File: src/rtl/bus_sel_pkg.sv
// rtl/bus_sel_pkg.sv - shared arbiter state type and width helpers for bus_sel_arb_intc
package bus_sel_pkg;

  typedef enum logic {
    IDLE = 1'b0,
    BUSY = 1'b1
  } arb_state_e;

  // Round-robin pointer width; a single requester still needs one bit.
  function automatic int ptr_width(input int fd_num);
    return (fd_num > 1) ? $clog2(fd_num) : 1;
  endfunction

  // Hold counter runs 0..hold_max-1.
  function automatic int cnt_width(input int hold_max);
    return (hold_max > 2) ? $clog2(hold_max) : 1;
  endfunction

endpackage

File: src/rtl/bus_sel_rr_arb.sv
// rtl/bus_sel_rr_arb.sv - one fifo's round-robin owner arbiter
// Optional forced release after HOLD_MAX busy cycles under BUS_SEL_ARB_TIMEOUT_EN.
module bus_sel_rr_arb
  import bus_sel_pkg::*;
#(
  parameter int FD_NUM   = 2,
  parameter int HOLD_MAX = 64
) (
  input  logic              clk,
  input  logic              rst,
  input  logic [FD_NUM-1:0] req,
  input  logic              full,
  output logic [FD_NUM-1:0] gnt,
  output logic              busy
);

  localparam int PW = ptr_width(FD_NUM);

  arb_state_e        state_q, state_d;
  logic [PW-1:0]     ptr_q, ptr_d, win;
  logic [FD_NUM-1:0] gnt_q, gnt_d;
  logic              found;
  logic              owner_req;

`ifdef BUS_SEL_ARB_TIMEOUT_EN
  localparam int            CW       = cnt_width(HOLD_MAX);
  localparam logic [CW-1:0] CNT_LAST = CW'(HOLD_MAX - 1);

  logic [CW-1:0] cnt_q, cnt_d;
  logic          others_req;

  assign others_req = |(req & ~gnt_q);
`endif

  assign owner_req = |(req & gnt_q);

  // Search upward from ptr with an explicit wrap so non-power-of-two FD_NUM works.
  always_comb begin : p_search
    int idx;
    idx   = 0;
    found = 1'b0;
    win   = '0;
    for (int i = 0; i < FD_NUM; i++) begin
      idx = int'(ptr_q) + i;
      if (idx >= FD_NUM) idx = idx - FD_NUM;
      if (!found && req[idx]) begin
        found = 1'b1;
        win   = PW'(idx);
      end
    end
  end

  always_comb begin
    state_d = state_q;
    ptr_d   = ptr_q;
    gnt_d   = gnt_q;
`ifdef BUS_SEL_ARB_TIMEOUT_EN
    cnt_d   = cnt_q;
`endif
    case (state_q)
      IDLE: begin
`ifdef BUS_SEL_ARB_TIMEOUT_EN
        cnt_d = '0;
`endif
        if (!full && found) begin
          state_d = BUSY;
          gnt_d   = FD_NUM'(1) << win;
          ptr_d   = (win == PW'(FD_NUM - 1)) ? '0 : win + 1'b1;
        end
      end
      BUSY: begin
        // Release leaves one dead cycle before the next owner is picked.
        if (!owner_req) begin
          state_d = IDLE;
          gnt_d   = '0;
`ifdef BUS_SEL_ARB_TIMEOUT_EN
          cnt_d   = '0;
`endif
        end
`ifdef BUS_SEL_ARB_TIMEOUT_EN
        else if (cnt_q == CNT_LAST) begin
          if (others_req) begin
            state_d = IDLE;
            gnt_d   = '0;
            cnt_d   = '0;
          end
        end else begin
          cnt_d = cnt_q + 1'b1;
        end
`endif
      end
      default: begin
        state_d = IDLE;
        gnt_d   = '0;
      end
    endcase
  end

  always_ff @(posedge clk or posedge rst) begin
    if (rst) begin
      state_q <= IDLE;
      ptr_q   <= '0;
      gnt_q   <= '0;
`ifdef BUS_SEL_ARB_TIMEOUT_EN
      cnt_q   <= '0;
`endif
    end else begin
      state_q <= state_d;
      ptr_q   <= ptr_d;
      gnt_q   <= gnt_d;
`ifdef BUS_SEL_ARB_TIMEOUT_EN
      cnt_q   <= cnt_d;
`endif
    end
  end

  assign gnt  = gnt_q;
  assign busy = (state_q == BUSY);

endmodule

File: src/rtl/bus_sel_arb_intc.sv
// rtl/bus_sel_arb_intc.sv - per-fifo owner arbitration between flow directors and fifos
// Hold timeout is compiled in with BUS_SEL_ARB_TIMEOUT_EN.
module bus_sel_arb_intc #(
  parameter int FD_NUM   = 2,
  parameter int FIFO_NUM = 2,
  parameter int HOLD_MAX = 64
) (
  input  logic                       clk,
  input  logic                       rst,
  input  logic [FD_NUM*FIFO_NUM-1:0] fd_req,
  input  logic [FIFO_NUM-1:0]        fifo_full,
  output logic [FD_NUM*FIFO_NUM-1:0] fd_gnt,
  output logic [FIFO_NUM*FD_NUM-1:0] fifo_bus_sel,
  output logic [FIFO_NUM-1:0]        fifo_busy
);

  for (genvar y = 0; y < FIFO_NUM; y++) begin : g_fifo
    logic [FD_NUM-1:0] req_col;
    logic [FD_NUM-1:0] gnt_col;

    // fd-major request/grant vectors regrouped into one column per fifo.
    for (genvar x = 0; x < FD_NUM; x++) begin : g_fd
      assign req_col[x]                   = fd_req[x*FIFO_NUM+y];
      assign fd_gnt[x*FIFO_NUM+y]         = gnt_col[x];
      assign fifo_bus_sel[y*FD_NUM+x]     = gnt_col[x];
    end

    bus_sel_rr_arb #(
      .FD_NUM  (FD_NUM),
      .HOLD_MAX(HOLD_MAX)
    ) u_arb (
      .clk (clk),
      .rst (rst),
      .req (req_col),
      .full(fifo_full[y]),
      .gnt (gnt_col),
      .busy(fifo_busy[y])
    );
  end

endmodule

File: config.mk
export PLATFORM = sky130hd
export DESIGN_NAME = bus_sel_arb_intc
export DESIGN_NICKNAME = d
export VERILOG_FILES = /design/src/rtl/bus_sel_pkg.sv /design/src/rtl/bus_sel_rr_arb.sv /design/src/rtl/bus_sel_arb_intc.sv
export SDC_FILE = /design/constraint.sdc
export NUM_CORES = 1
export LEC_CHECK = 0
export BUFFER_PORTS_ARGS = -buffer_cell sky130_fd_sc_hd__buf_2
export CAP_MARGIN = 10
export CORE_AREA = 3 3 40 42
export CTS_CLUSTER_SIZE = 16
export DETAILED_ROUTE_END_ITERATION = 8
export DIE_AREA = 0 0 43 45
export GPL_ROUTABILITY_DRIVEN = 0
export PLACE_DENSITY_LB_ADDON = 0.12
export SETUP_SLACK_MARGIN = 0.1
export SLEW_MARGIN = 20
export SYNTH_ARGS = -nofsm -noshare
export SYNTH_HDL_FRONTEND = slang
export SYNTH_SLANG_ARGS = --single-unit
File: constraint.sdc
create_clock -name clk -period 3.45 [get_ports clk]
set_clock_uncertainty 0.1 [all_clocks]
set_input_delay 0.5175 -clock clk [delete_from_list [all_inputs] [get_ports clk]]
set_output_delay 0.5175 -clock clk [all_outputs]
set_load 0.01 [all_outputs]
==> results.sh <==
export IMPL_dr_total_vias=391
export IMPL_layout_commonest_cell="buf_2"
export IMPL_core_area_mm2=0.00128
export IMPL_path_cells="buf_2"
export IMPL_htreeDepth=1
export IMPL_max_slew_margin_pct=74.9
export IMPL_swShare_pct=37.9
export IMPL_fin_cells=80
export IMPL_fin_crit_ps=1460
export IMPL_min_period_over_period_pct=42.3
export IMPL_wirelength_um=883
export IMPL_io_pins=18
export IMPL_fin_hold_ws_ps=104
export IMPL_yosys_warnings=0
export IMPL_clkTransAtPathRegs_ps=50
export IMPL_rsz0062_at_grt="no"
export IMPL_syn_area_per_cell_um2=8.73
export IMPL_crit_family="flip-flops"
export IMPL_dp_cells=77
export IMPL_status="completed"
export IMPL_area_growth_pct=18.3
export IMPL_dp_hpwl_um=693
export IMPL_drv_slew=0
export IMPL_via_per_inst=4.89
export IMPL_nets=75
export IMPL_numClockSinks=8
export IMPL_async_reset_ff_share_pct=100
export IMPL_setup_tns_ps=0
export IMPL_drt_first_pass_iters=4
export IMPL_final_cell_mix="buf_2, dfrtp_1, inv_1"
export IMPL_ctsResizeCount=0
export IMPL_fp_dieH_um=45
export IMPL_hold_class="primary input to async pin"
export IMPL_leakagePower_nw=0.272
export IMPL_place_ws_ps=2010
export IMPL_drv_cap=0
export IMPL_clk_latency_ps=250
export IMPL_internal_power_mw=0.230
export IMPL_post_cts_setup_buffer_count=0
export IMPL_hold_buffers=0
export IMPL_setup_viol=0
export IMPL_cp_start_kind="flip-flop"
export IMPL_worstMarginPinSlew_ps=375
export IMPL_syn_cell_area_um2=445
export IMPL_synth_edf_count=0
export IMPL_cts_tree="yes"
export IMPL_yosysUniqueCellTypes=19
export IMPL_vdd_drop_max_mv=0.239
export IMPL_synth_fp_nets=59
export IMPL_required_ps=2830
export IMPL_synthCells=51
export IMPL_die_area_mm2=0.00194
export IMPL_design_area_um2=527
export IMPL_layout_drive_gt1_share_pct=30.8
export IMPL_clkPwrFrac_pct=18.6
export IMPL_cpPeakStageDelay_ps=430
export IMPL_port_buffers=17
export IMPL_n_fill_cell=132
export IMPL_p_total_mw=0.370
export IMPL_switchingPower_mw=0.140
export IMPL_antenna_found_initial=0
export IMPL_routedWlPerCell_um=11.0
export IMPL_placed_area_um2=504
export IMPL_drt_iter0_drc=11
export IMPL_r2r_slack_ps=2180
export IMPL_seq_power_share_pct=44.3
export IMPL_ant_nets=0
export IMPL_root_buffer="clkbuf_4"
export IMPL_reg2reg_from="g_fifo[0].u_arb.busy"
export IMPL_startpoint="g_fifo[0].u_arb.busy"
export IMPL_n_antenna_cell=0
export IMPL_final_setup_worst_slack_ps=1990
export IMPL_track_usage_pct=10.2
export IMPL_slowest_stage="dfrtp_1"
export IMPL_die_w_um=43
export IMPL_worst_r2r_endpoint="g_fifo[0].u_arb.gnt[0]"
export IMPL_overflow=0
export IMPL_grt_pass1_vias=336
export IMPL_final_util_pct=41.0
export IMPL_cts_buffers=3
export IMPL_hold_viol_final=0
export IMPL_crit_path_max_fanout=6
export IMPL_cp_arrival_ps=840
export IMPL_drcViolationCount=0
export IMPL_synth_seq_cells=8
export IMPL_critPathBufInv=1
export IMPL_grt_max_degree=9
export IMPL_path_class="flip-flop to primary output"
export IMPL_pwr_share_comb_pct=37.1
export IMPL_grt_pass1_wl_mm=1.43
export IMPL_cp_end_kind="primary output"
export IMPL_power_density_mw_per_mm2=702
export IMPL_num_rows=13
export IMPL_ctsLongestPathBuffers=2
export IMPL_synth_main_ff_cell="dfrtp_1"
export IMPL_start_util_pct=34.7
export IMPL_r2r_cells=3
export IMPL_synth_seq_area_share_pct=44.9
export IMPL_fmax_mhz=686
[kinds of logic (layout without fill, tap and decap cells)]
kind of cell,after synthesis,in the layout,share of synthesized area (%)
muxes,1,1,2.25
DFF,8,8,44.9
AOI/OAI and AO/OA,17,17,23.3
buffers and inverters,12,26,15.2
and+or+nand+nor,13,13,14.3
[per-layer routing]
layer | GRT usage (%) | vias up | routed length, um
li1 | - | 204 | -
met1 | 12.8 | 176 | 402
met2 | 14.4 | 11 | 405
met3 | 6.37 | 0 | 75
met4 | 3.61 | 0 | 0
met5 | 0 | - | 0
[flip-flops by register name, summed over array words and instances, names as in the netlist]
name	cells
g_fifo.u_arb.gnt	4
g_fifo.u_arb.busy	2
g_fifo.u_arb.ptr_q	2
[how the worst max path moves through the flow]
| stage | depth (start not counted) | to |
|---|---|---|
| 2_1_floorplan | 3 | g_fifo[0].u_arb.gnt[0] |
| 3_3_place_gp | 4 | g_fifo[0].u_arb.gnt[0] |
| 3_5_place_dp | 4 | g_fifo[0].u_arb.gnt[0] |
| 4_1_cts | 1 | fifo_busy[0] |
| 5_1_grt | 1 | fifo_busy[0] |
| 6_report | 1 | fifo_busy[0] |
[synth_stat cells, types with 2 or more instances]
library cell / number / area, um^2
o22ai_1: 2 / 12.5
a21oi_1: 4 / 20.0
buf_4: 6 / 45.0
a31oi_1: 3 / 18.8
nand3_1: 2 / 10.0
o21ai_0: 4 / 20.0
nor2_1: 2 / 7.51
dfrtp_1: 8 / 200
nand2_1: 5 / 18.8
inv_1: 6 / 22.5
[power by group through the flow]
stage / Clock, mW / Combinational, mW / Sequential (mW)
2_1_floorplan: 0 / 0.105 / 0.167
3_3_place_gp: 0 / 0.139 / 0.166
3_5_place_dp: 0 / 0.138 / 0.166
6_report: 0.0689 / 0.137 / 0.164
5_1_grt: 0.0796 / 0.150 / 0.170
4_1_cts: 0.0731 / 0.138 / 0.165
[cell type report]
cell class | count | area (um^2) | share of cell area (%)
inverters | 6 | 22.5 | 4.28
flip-flops and latches | 8 | 200 | 38.0
repair buffers | 17 | 85.1 | 16.2
multi-input cells | 31 | 178 | 33.7
clock buffers | 3 | 22.5 | 4.28
well taps | 15 | 18.8 | 3.56
No activity file was read; power rests on OpenSTA's default activity.
